===== config.mk =====
export PLATFORM = sky130hd
export DESIGN_NAME = clk_en_gen
export DESIGN_NICKNAME = d
export VERILOG_FILES = /design/src/rtl/clk_en_gen.sv
export SDC_FILE = /design/constraint.sdc
export NUM_CORES = 1
export LEC_CHECK = 0
export BUFFER_PORTS_ARGS = -buffer_cell sky130_fd_sc_hd__buf_2
export CORE_ASPECT_RATIO = 0.5
export CORE_MARGIN = 5
export CORE_UTILIZATION = 40
export CTS_CLUSTER_DIAMETER = 100
export DETAILED_ROUTE_END_ITERATION = 6
export GPL_ROUTABILITY_DRIVEN = 0
export SETUP_SLACK_MARGIN = 0.4
export SYNTH_ARGS = -nofsm -noshare
export SYNTH_HDL_FRONTEND = slang
export SYNTH_SLANG_ARGS = --single-unit

===== constraint.sdc =====
create_clock -name clkin -period 2.2 [get_ports clkin]
set_input_delay 0.44 -clock clkin [delete_from_list [all_inputs] [get_ports clkin]]
set_output_delay 0.44 -clock clkin [all_outputs]
set_load 0.01 [all_outputs]

===== src/rtl/clk_en_gen.sv =====
// Lock-qualified clock-enable generator: PLL lock synchroniser/qualifier, downstream reset, and NUM_CH fractional-rate strobes.
// Optional feature: define CLKGEN_LOCK_LOSS_CNT_EN to add the saturating lock_loss_cnt output.
module clk_en_gen #(
  parameter int NUM_CH    = 2,
  parameter int ACC_W     = 16,
  parameter int LOCK_HOLD = 16
) (
  input  logic                      clkin,
  input  logic                      reset,
  input  logic                      lock,
  input  logic [NUM_CH*ACC_W-1:0]   inc,
  output logic [NUM_CH-1:0]         en,
  output logic                      locked,
  output logic                      rst_out
`ifdef CLKGEN_LOCK_LOSS_CNT_EN
  ,
  output logic [7:0]                lock_loss_cnt
`endif
);

  localparam int HOLD_W = $clog2(LOCK_HOLD + 1);
  localparam logic [HOLD_W-1:0] HOLD_MAX = HOLD_W'(LOCK_HOLD);

  logic              s1;
  logic              s2;
  logic [HOLD_W-1:0] hold_cnt;
  logic [HOLD_W-1:0] hold_next;
  logic              locked_next;
  logic              run;

  // locked rises on the edge at which the hold counter reaches LOCK_HOLD
  always_comb begin
    hold_next   = hold_cnt;
    locked_next = locked;
    if (!s2) begin
      hold_next   = '0;
      locked_next = 1'b0;
    end else begin
      if (hold_cnt != HOLD_MAX) begin
        hold_next = hold_cnt + 1'b1;
      end
      if (hold_next == HOLD_MAX) begin
        locked_next = 1'b1;
      end
    end
  end

  always_ff @(posedge clkin or posedge reset) begin
    if (reset) begin
      s1       <= 1'b0;
      s2       <= 1'b0;
      hold_cnt <= '0;
      locked   <= 1'b0;
      rst_out  <= 1'b1;
    end else begin
      s1       <= lock;
      s2       <= s1;
      hold_cnt <= hold_next;
      locked   <= locked_next;
      rst_out  <= ~locked_next;
    end
  end

  // Strobes advance only while qualified lock holds and the synchronised lock is still high
  assign run = s2 & locked;

  generate
    for (genvar gi = 0; gi < NUM_CH; gi++) begin : g_ch
      logic [ACC_W-1:0] acc;
      logic [ACC_W:0]   sum;
      logic             strobe;

      assign sum = {1'b0, acc} + {1'b0, inc[gi*ACC_W +: ACC_W]};

      always_ff @(posedge clkin or posedge reset) begin
        if (reset) begin
          acc    <= '0;
          strobe <= 1'b0;
        end else if (!run) begin
          acc    <= '0;
          strobe <= 1'b0;
        end else begin
          acc    <= sum[ACC_W-1:0];
          strobe <= sum[ACC_W];
        end
      end

      assign en[gi] = strobe;
    end
  endgenerate

`ifdef CLKGEN_LOCK_LOSS_CNT_EN
  logic loss_event;

  assign loss_event = locked & ~s2;

  always_ff @(posedge clkin or posedge reset) begin
    if (reset) begin
      lock_loss_cnt <= 8'd0;
    end else if (loss_event && (lock_loss_cnt != 8'hFF)) begin
      lock_loss_cnt <= lock_loss_cnt + 8'd1;
    end
  end
`endif

endmodule

==> results.json, run 1 <==
{
  "grt_pass1_vias": 2666,
  "fmax_ghz": 0.486,
  "crit_type": "flip-flop to flip-flop",
  "multiInputGateArea_sq_um": 2190,
  "worstPathRequired_ps": 2400,
  "route.antenna.remaining_nets": 0,
  "placed_area_sq_um": 3500,
  "tritoncts.num_buffers": 5,
  "drc": 0,
  "r2r_start": "g_ch[0].acc[0]$_DFF_PP0_",
  "post_drt_wl_per_cell_um": 14.9,
  "root_buffer": "clkbuf_16",
  "fin_nets": 459,
  "areaGrowthSynthToFinish_pct": 27.8,
  "grt_usage_pct": 15.3,
  "die_h_um": 72.1,
  "ff2ff_setup_slack_ps": 140,
  "r2r-end": "g_ch[0].strobe$_DFF_PP0_",
  "crit_fanout": 3,
  "setup.worst_path.start_class": "flip-flop",
  "crit_arrival_ps": 2260,
  "ios": 39,
  "start_util_pct": 41.6,
  "layout.area.seq_sq_um": 1080,
  "hpwlAfterDp_um": 5090,
  "core_area_sq_um": 7430,
  "dr.first_iter.drc_count": 176,
  "synth-seq-cells": 43,
  "layout_min_cycle_time_ps": 2060,
  "viasPerCell": 5.47,
  "die_x_um": 134,
  "avgSynthCellArea_sq_um": 9.30,
  "yosysWarnings": 0,
  "cp-startpoint": "g_ch[0].acc[0]$_DFF_PP0_",
  "slew_headroom_pct": 65.3,
  "drt_pre_antenna_iters": 4,
  "hold_path_class": "input port to asynchronous set/reset pin",
  "grt_max_degree": 44,
  "synthCells": 332,
  "syn_area_sq_um": 3090,
  "crit_path_end": "g_ch[0].strobe$_DFF_PP0_",
  "clock_sinks": 43,
  "clk_path_buf_depth": 2,
  "vias": 2653,
  "status": "finished clean",
  "fin_area_sq_um": 3950,
  "design_power_total_mw": 1.77,
  "tritoncts": "done",
  "wl_um": 7200,
  "period_share_pct": 93.6,
  "clk_pin_slew_ps": 60,
  "rows": 22,
  "ctsHoldBuffers": 0,
  "grt.overflow.total": 0,
  "synthesis.nets": 403,
  "hold_violations": 0,
  "grt_pass1_wl_um": 12300,
  "leakage_nw": 1.80,
  "maxCapViolations": 0,
  "rr_worst_depth": 8,
  "skew_ps": 6.10,
  "setup_viol": 0,
  "powerDensity_nw_per_um2": 449,
  "ys_types": 57,
  "worst_setup_path_end_kind": "flip-flop",
  "port_buffers": 38,
  "antenna_found_initial": 0,
  "ys.flop_type": "dfrtp_1",
  "slew_viol_final": 0,
  "vdd_drop_max_uv": 267,
  "die-area_sq_um": 9690,
  "rsz0062_at_grt": "yes",
  "drive_above_1_share_pct": 30.6,
  "synth_edf_count": 0,
  "fill_cells": 681,
  "worstMarginPinSlew_ps": 519,
  "async_flop_share_pct": 100,
  "worstSkewPairLatency_ps": 290,
  "num_antenna_cells": 0,
  "yosysSeqAreaShare_pct": 34.9,
  "h-tree-depth": 2
}
[Yosys cell counts (2+ instances only)]
master    count  area share, %
dfrtp_1      42             34
a31oi_1       3           0.61
o211ai_1      4           0.97
ha_1         34             14
nor3b_1       3           0.73
nand2b_1     12            2.4
nand3b_1      3           0.73
nand4_1       4           0.81
nor2b_1       7            1.4
o21ai_0       7            1.1
and3_1        5            1.0
and2_1        3           0.61
o31ai_1       3           0.73
inv_1        15            1.8
fa_1          2            1.3
xnor2_1       6            1.7
a21oi_1      28            4.5
a211oi_1      7            1.7
clkbuf_1      4           0.49
nor2_1       24            2.9
buf_4         2           0.49
buf_6         2           0.73
xor2_1        6            1.7
o21a_1        4           0.97
nand2_1      29            3.5
o211a_1       3           0.97
o22ai_1       3           0.61
nand3_1       9            1.5
mux2i_1      10            3.2
a21o_1        9            2.2
nor3_1        9            1.5
o21ai_1       5           0.81
[kinds of logic after synthesis]
kind of cell / synth area share [%]
buffers and inverters: 3.69
adders and majority gates: 15.1
AOI/OAI and AO/OA: 21.4
muxes: 3.24
and+or+nand+nor: 18.3
xor gates and xnor gates: 3.40
DFF: 34.9
[area by class of cell]
cell class / count / share of cell area [%]
Clock buffer: 7 / 3.61
Clock inverter: 1 / 0.127
Inverter: 15 / 1.43
Multi-Input combinational cell: 265 / 55.6
Sequential cell: 43 / 27.3
Tap cell: 96 / 3.04
Timing Repair Buffer: 58 / 8.94
[power by group]
part / leakage, nW / switching [mW] / total [mW] / internal [mW]
clock: 0.0739 / 0.314 / 0.764 / 0.451
combinational: 1.14 / 0.113 / 0.205 / 0.0922
sequential: 0.590 / 0.00805 / 0.805 / 0.797
[state kept, by name (all words and copies together) (netlist names)]
name,flops
locked,1
s1,1
hold_cnt,5
s2,1
rst_out,1
g_ch.acc,32
g_ch.strobe,2
[placed cells by master, fill, tap and decap left out, types with 2 or more instances in the layout]
cell        n
dfrtp_1    42
buf_2      38
nand2_1    28
nor2_1     22
a21oi_1    21
ha_1       20
buf_4      19
inv_1      13
nand2b_1   12
ha_4       12
mux2i_1    10
a21o_1      9
a21oi_2     8
nand3_1     8
nor3_1      8
o21ai_0     6
xor2_1      6
xnor2_1     6
nor2b_1     6
and3_1      5
o21ai_1     5
clkbuf_16   5
a211oi_2    4
o211ai_1    4
o21a_1      4
nand4_1     4
o211a_1     3
a211oi_1    3
nand3b_1    3
and2_1      3
inv_2       2
nor2_2      2
a31oi_1     2
o22ai_1     2
o31ai_1     2
fa_2        2
ha_2        2
[worst min path at each step]
stage               cells after the start         start                        to  slack [ps]
finish                                  3         reset  g_ch[1].acc[0]$_DFF_PP0_         190
global route                            3         reset          locked$_DFF_PP0_         250
CTS                                     3         reset  g_ch[1].strobe$_DFF_PP0_         210
detailed placement                      0  s1$_DFF_PP0_              s2$_DFF_PP0_         360
global placement                        0  s1$_DFF_PP0_              s2$_DFF_PP0_         340
floorplan                               0  s1$_DFF_PP0_              s2$_DFF_PP0_         330
[worst max-delay path: stages, from the launching register on]
cell and delay, ps:
dfrtp_1 370, ha_4 150, inv_2 40, fa_2 320, and2b_2 250, o2111ai_4 150, a2111oi_4 390, nor3_1 100
o31ai_1 210
[what timing repair did]
action                     4_1_cts  5_1_grt
pin swaps                       15       16
setup endpoints to repair       17       20
buffers inserted                11        5
resized for setup               17       18
cloned                           0        0
[metrics by stage]
step	setup TNS (ps)	std cells	worst slack (ps)	utilization [%]	hold WS, ps
6_report	0	485	141	53.1	192
3_5_place_dp	-16.6	461	-16.6	47.1	357
5_1_grt	0	485	84.6	53.1	246
4_1_cts	0	480	133	51.2	212
3_3_place_gp	0	461	9.26	47.1	339
2_1_floorplan	0	332	190	-	331
[routing by layer]
| metal | up-vias | share of wire [%] | track usage [%] |
|---|---|---|---|
| li1 | 1320 | - | - |
| met1 | 1276 | 46 | 19.3 |
| met2 | 44 | 48 | 26.1 |
| met3 | 13 | 4.0 | 3.74 |
| met4 | 0 | 1.6 | 5.42 |
| met5 | - | 0 | 0 |
(Power assumes the default switching activity.)
==> run 2, diff against run 1 <==
--- a/config.mk
+++ b/config.mk
@@ -12,6 +12,7 @@
 export CTS_CLUSTER_DIAMETER = 100
 export DETAILED_ROUTE_END_ITERATION = 6
 export GPL_ROUTABILITY_DRIVEN = 0
+export RECOVER_POWER = 100
 export SETUP_SLACK_MARGIN = 0.4
 export SYNTH_ARGS = -nofsm -noshare
 export SYNTH_HDL_FRONTEND = slang
==> results.json, run 2 (synthesis results as in run 1) <==
{
  "status": "finished clean",
  "clk_path_buf_depth": 2,
  "areaGrowthSynthToFinish_pct": 23.8,
  "fmax_ghz": 0.479,
  "dr.first_iter.drc_count": 185,
  "layout_commonest_cell": "dfrtp_1",
  "h-tree-depth": 2,
  "wl_um": 7210,
  "max_flop_register": "g_ch.acc",
  "rows": 22,
  "powerDensity_nw_per_um2": 461,
  "largest_reg_flops": 32,
  "multiInputGateArea_sq_um": 2100,
  "crit_fanout": 3,
  "worst_setup_path_end_kind": "flip-flop",
  "period_share_pct": 94.8,
  "fin_area_sq_um": 3820,
  "worstPathRequired_ps": 2400,
  "layout_common_cells": "42 x dfrtp_1, 34 x buf_2, 28 x nand2_1",
  "crit_type": "flip-flop to flip-flop",
  "crit_arrival_ps": 2280,
  "drt_pre_antenna_iters": 4,
  "worstMarginPinSlew_ps": 1120,
  "start_util_pct": 41.6,
  "root_buffer": "clkbuf_16",
  "fin_nets": 459,
  "num_antenna_cells": 0,
  "tritoncts.num_buffers": 5,
  "slew_headroom_pct": 25.3,
  "setup_viol": 0,
  "layout.area.seq_sq_um": 1080,
  "hpwlAfterDp_um": 5090,
  "die_h_um": 72.1,
  "maxCapViolations": 0,
  "core_area_sq_um": 7430,
  "placed_area_sq_um": 3500,
  "skew_ps": 6.15,
  "drive_above_1_share_pct": 25.4,
  "antenna_found_initial": 0,
  "tritoncts": "done",
  "grt_max_degree": 44,
  "viasPerCell": 5.46,
  "slew_viol_final": 0,
  "setup.worst_path.start_class": "flip-flop",
  "die-area_sq_um": 9690,
  "grt_usage_pct": 15.3,
  "grt_pass1_wl_um": 12300,
  "drc": 0,
  "grt.overflow.total": 0,
  "fill_cells": 701,
  "hold_violations": 0,
  "ios": 39,
  "vias": 2647,
  "rsz0062_at_grt": "yes",
  "reg_top3": "g_ch.acc x32, hold_cnt x5, g_ch.strobe x2",
  "post_drt_wl_per_cell_um": 14.9,
  "clk_pin_slew_ps": 60,
  "leakage_nw": 1.76,
  "route.antenna.remaining_nets": 0,
  "clock_sinks": 43,
  "worstSkewPairLatency_ps": 290,
  "port_buffers": 38,
  "grt_pass1_vias": 2666,
  "vdd_drop_max_uv": 256,
  "hold_ws_ps": 265,
  "hold_path_class": "input port to flip-flop",
  "die_x_um": 134,
  "layout_min_cycle_time_ps": 2090
}
[run 2: cell count changes in the layout (fill, tap and decap cells not counted), sizes merged]
cell / delta
buf: -10
clkbuf: +10
[run 2: routing by layer]
layer	up-vias	wire length, um	global-route usage [%]
met4	0	110	5.42
met3	12	284	3.74
met2	40	3490	26.1
met5	-	0	0
li1	1317	-	-
met1	1278	3330	19.3
[run 2: repair_timing]
| action | 4_1_cts | 5_1_grt |
|---|---|---|
| gates resized for setup | 17 | 18 |
| setup endpoints to repair | 17 | 20 |
| pin swaps | 15 | 16 |
| buffers inserted | 11 | 5 |
| hold buffers | 0 | 0 |
[run 2: per-stage QoR]
step	worst slack [ps]	total power [mW]	std cells	util, %	TNS [ps]
after floorplan	190	0.937	332	-	0
after global placement	9.26	0.998	461	47.1	0
after detailed placement	-16.6	1.00	461	47.1	-16.6
after CTS	133	1.79	480	51.2	0
after global routing	48.1	1.85	485	51.5	0
final	114	1.76	485	51.5	0
[run 2: path summary, 6_finish.rpt]
check,startpoint,endpoint,slack [ps],depth (start not counted)
hold reg to reg,s1$_DFF_PP0_,s2$_DFF_PP0_,370,0
setup / recovery,g_ch[0].acc[0]$_DFF_PP0_,g_ch[0].strobe$_DFF_PP0_,110,8
min in group asynchronous,reset,g_ch[1].acc[0]$_DFF_PP0_,500,3
hold / removal,lock,s1$_DFF_PP0_,270,1
setup reg to reg,g_ch[0].acc[0]$_DFF_PP0_,g_ch[0].strobe$_DFF_PP0_,110,8
max in group asynchronous,reset,g_ch[0].acc[11]$_DFF_PP0_,1020,3
[run 2: power by group]
group	internal, mW	leakage [nW]	total [mW]	switching, mW
clock network	0.451	0.0739	0.763	0.313
logic	0.0869	1.10	0.196	0.109
registers	0.797	0.590	0.805	0.00803
[run 2: area by class of cell]
cell class	instances	area share (%)
multi-input cells	265	55.0
flip-flops and latches	43	28.2
repair buffers	58	8.41
clock buffers	7	3.73
well taps	96	3.14
inverters	15	1.47
clock inverters	1	0.131
[run 2: critical path: stages, from the launching register on]
cell and delay [ps]:
dfrtp_1 340, ha_2 190, inv_2 40, fa_2 320, and2b_2 250, o2111ai_4 150
a2111oi_4 390, nor3_1 100, o31ai_1 210
==> run 3, diff against run 2 <==
--- a/config.mk
+++ b/config.mk
@@ -7,7 +7,6 @@
 export LEC_CHECK = 0
 export BUFFER_PORTS_ARGS = -buffer_cell sky130_fd_sc_hd__buf_2
 export CORE_ASPECT_RATIO = 0.5
-export CORE_MARGIN = 5
 export CORE_UTILIZATION = 40
 export CTS_CLUSTER_DIAMETER = 100
 export DETAILED_ROUTE_END_ITERATION = 6
==> results.json, run 3 (synthesis results as in run 1) <==
{
  "drc": 0,
  "fin_nets": 456,
  "drt_pre_antenna_iters": 4,
  "max_flop_register": "g_ch.acc",
  "period_share_pct": 94.2,
  "h-tree-depth": 2,
  "tritoncts": "done",
  "wl_um": 7170,
  "layout_common_cells": "42 x dfrtp_1, 34 x buf_2, 28 x nand2_1",
  "maxCapViolations": 0,
  "rows": 22,
  "rsz0062_at_grt": "yes",
  "slew_headroom_pct": 25.5,
  "hold_path_class": "input port to flip-flop",
  "skew_ps": 3.92,
  "leakage_nw": 1.74,
  "layout_min_cycle_time_ps": 2070,
  "port_buffers": 38,
  "setup_viol": 0,
  "slew_viol_final": 0,
  "start_util_pct": 41.7,
  "vias": 2640,
  "worst_setup_path_end_kind": "flip-flop",
  "vdd_drop_max_uv": 259,
  "grt_pass1_wl_um": 12100,
  "worstPathRequired_ps": 2360,
  "post_drt_wl_per_cell_um": 14.9,
  "hpwlAfterDp_um": 5020,
  "clk_path_buf_depth": 2,
  "grt_max_degree": 44,
  "clock_sinks": 43,
  "fmax_ghz": 0.483,
  "status": "finished clean",
  "viasPerCell": 5.48,
  "ios": 39,
  "setup.worst_path.start_class": "flip-flop",
  "multiInputGateArea_sq_um": 2120,
  "core_area_sq_um": 7400,
  "drive_above_1_share_pct": 25.9,
  "fin_area_sq_um": 3810,
  "crit_type": "flip-flop to flip-flop",
  "tritoncts.num_buffers": 5,
  "worstMarginPinSlew_ps": 1120,
  "layout_commonest_cell": "dfrtp_1",
  "grt_pass1_vias": 2586,
  "antenna_found_initial": 0,
  "powerDensity_nw_per_um2": 454,
  "placed_area_sq_um": 3500,
  "dr.first_iter.drc_count": 120,
  "reg_top3": "g_ch.acc x32, hold_cnt x5, g_ch.strobe x2",
  "layout.area.seq_sq_um": 1080,
  "largest_reg_flops": 32,
  "route.antenna.remaining_nets": 0,
  "die_x_um": 126,
  "root_buffer": "clkbuf_16",
  "num_antenna_cells": 0,
  "clk_pin_slew_ps": 60,
  "hold_violations": 0,
  "crit_fanout": 4,
  "finalSetupTns_ps": 0,
  "grt.overflow.total": 0,
  "crit_arrival_ps": 2230,
  "ctsHoldBuffers": 0,
  "fill_cells": 683,
  "grt_usage_pct": 18.7,
  "worstSkewPairLatency_ps": 280,
  "die_h_um": 64.1,
  "die-area_sq_um": 8100,
  "areaGrowthSynthToFinish_pct": 23.4
}
-- run 3: worst paths after layout --
path,startpoint,end,slack [ps],depth (start not counted)
worst max-delay path,g_ch[0].acc[4]$_DFF_PP0_,g_ch[0].acc[9]$_DFF_PP0_,130,7
worst min-delay path,lock,s1$_DFF_PP0_,270,1
worst max register to register,g_ch[0].acc[4]$_DFF_PP0_,g_ch[0].acc[9]$_DFF_PP0_,130,7
worst min register to register,s1$_DFF_PP0_,s2$_DFF_PP0_,360,0
max in group asynchronous,reset,g_ch[1].acc[5]$_DFF_PP0_,1010,3
min in group asynchronous,reset,g_ch[0].acc[0]$_DFF_PP0_,510,3
-- run 3: worst max-delay path, cell delays in order (launching register included) --
cell      delay (ps)
dfrtp_1          370
ha_1             320
a21o_1           230
a31o_1           230
o211ai_1         180
clkbuf_1         280
a32oi_1          180
mux2i_1          150
-- run 3: what timing repair did --
item,CTS,global route
buffers inserted,9,3
pin swaps,15,14
setup endpoints to repair,18,21
cloned,0,0
resized for setup,16,25
-- run 3: metal layers --
metal / routed length, um / GRT usage (%)
met5: 0 / 0
met4: 29 / 3.16
met2: 3560 / 32.5
met1: 3350 / 24.3
met3: 239 / 4.02
-- run 3: per-stage QoR --
step / setup slack, ps / utilization, % / power [mW] / cells / hold WS [ps]
final: 129 / 51.5 / 1.73 / 482 / 266
after global routing: 26.7 / 51.5 / 1.82 / 482 / 253
after CTS: 159 / 50.9 / 1.75 / 479 / 263
after detailed placement: -8.65 / 47.2 / 1.00 / 462 / 340
after global placement: 19.9 / 47.2 / 0.995 / 462 / 333
after floorplan: 190 / - / 0.937 / 332 / 331
-- run 3: final cells by class --
cell class	instances	area share (%)
repair buffers	55	7.85
clock buffers	8	3.58
flip-flops and latches	43	28.3
inverters	15	1.48
multi-input cells	265	55.7
well taps	96	3.15
-- run 3: report_power, final --
part | internal (mW) | leakage (nW) | total [mW] | switching (mW)
Sequential | 0.797 | 0.590 | 0.805 | 0.00792
Combinational | 0.0860 | 1.09 | 0.197 | 0.111
Clock | 0.423 | 0.0652 | 0.726 | 0.303
Total | 1.31 | 1.74 | 1.73 | 0.422
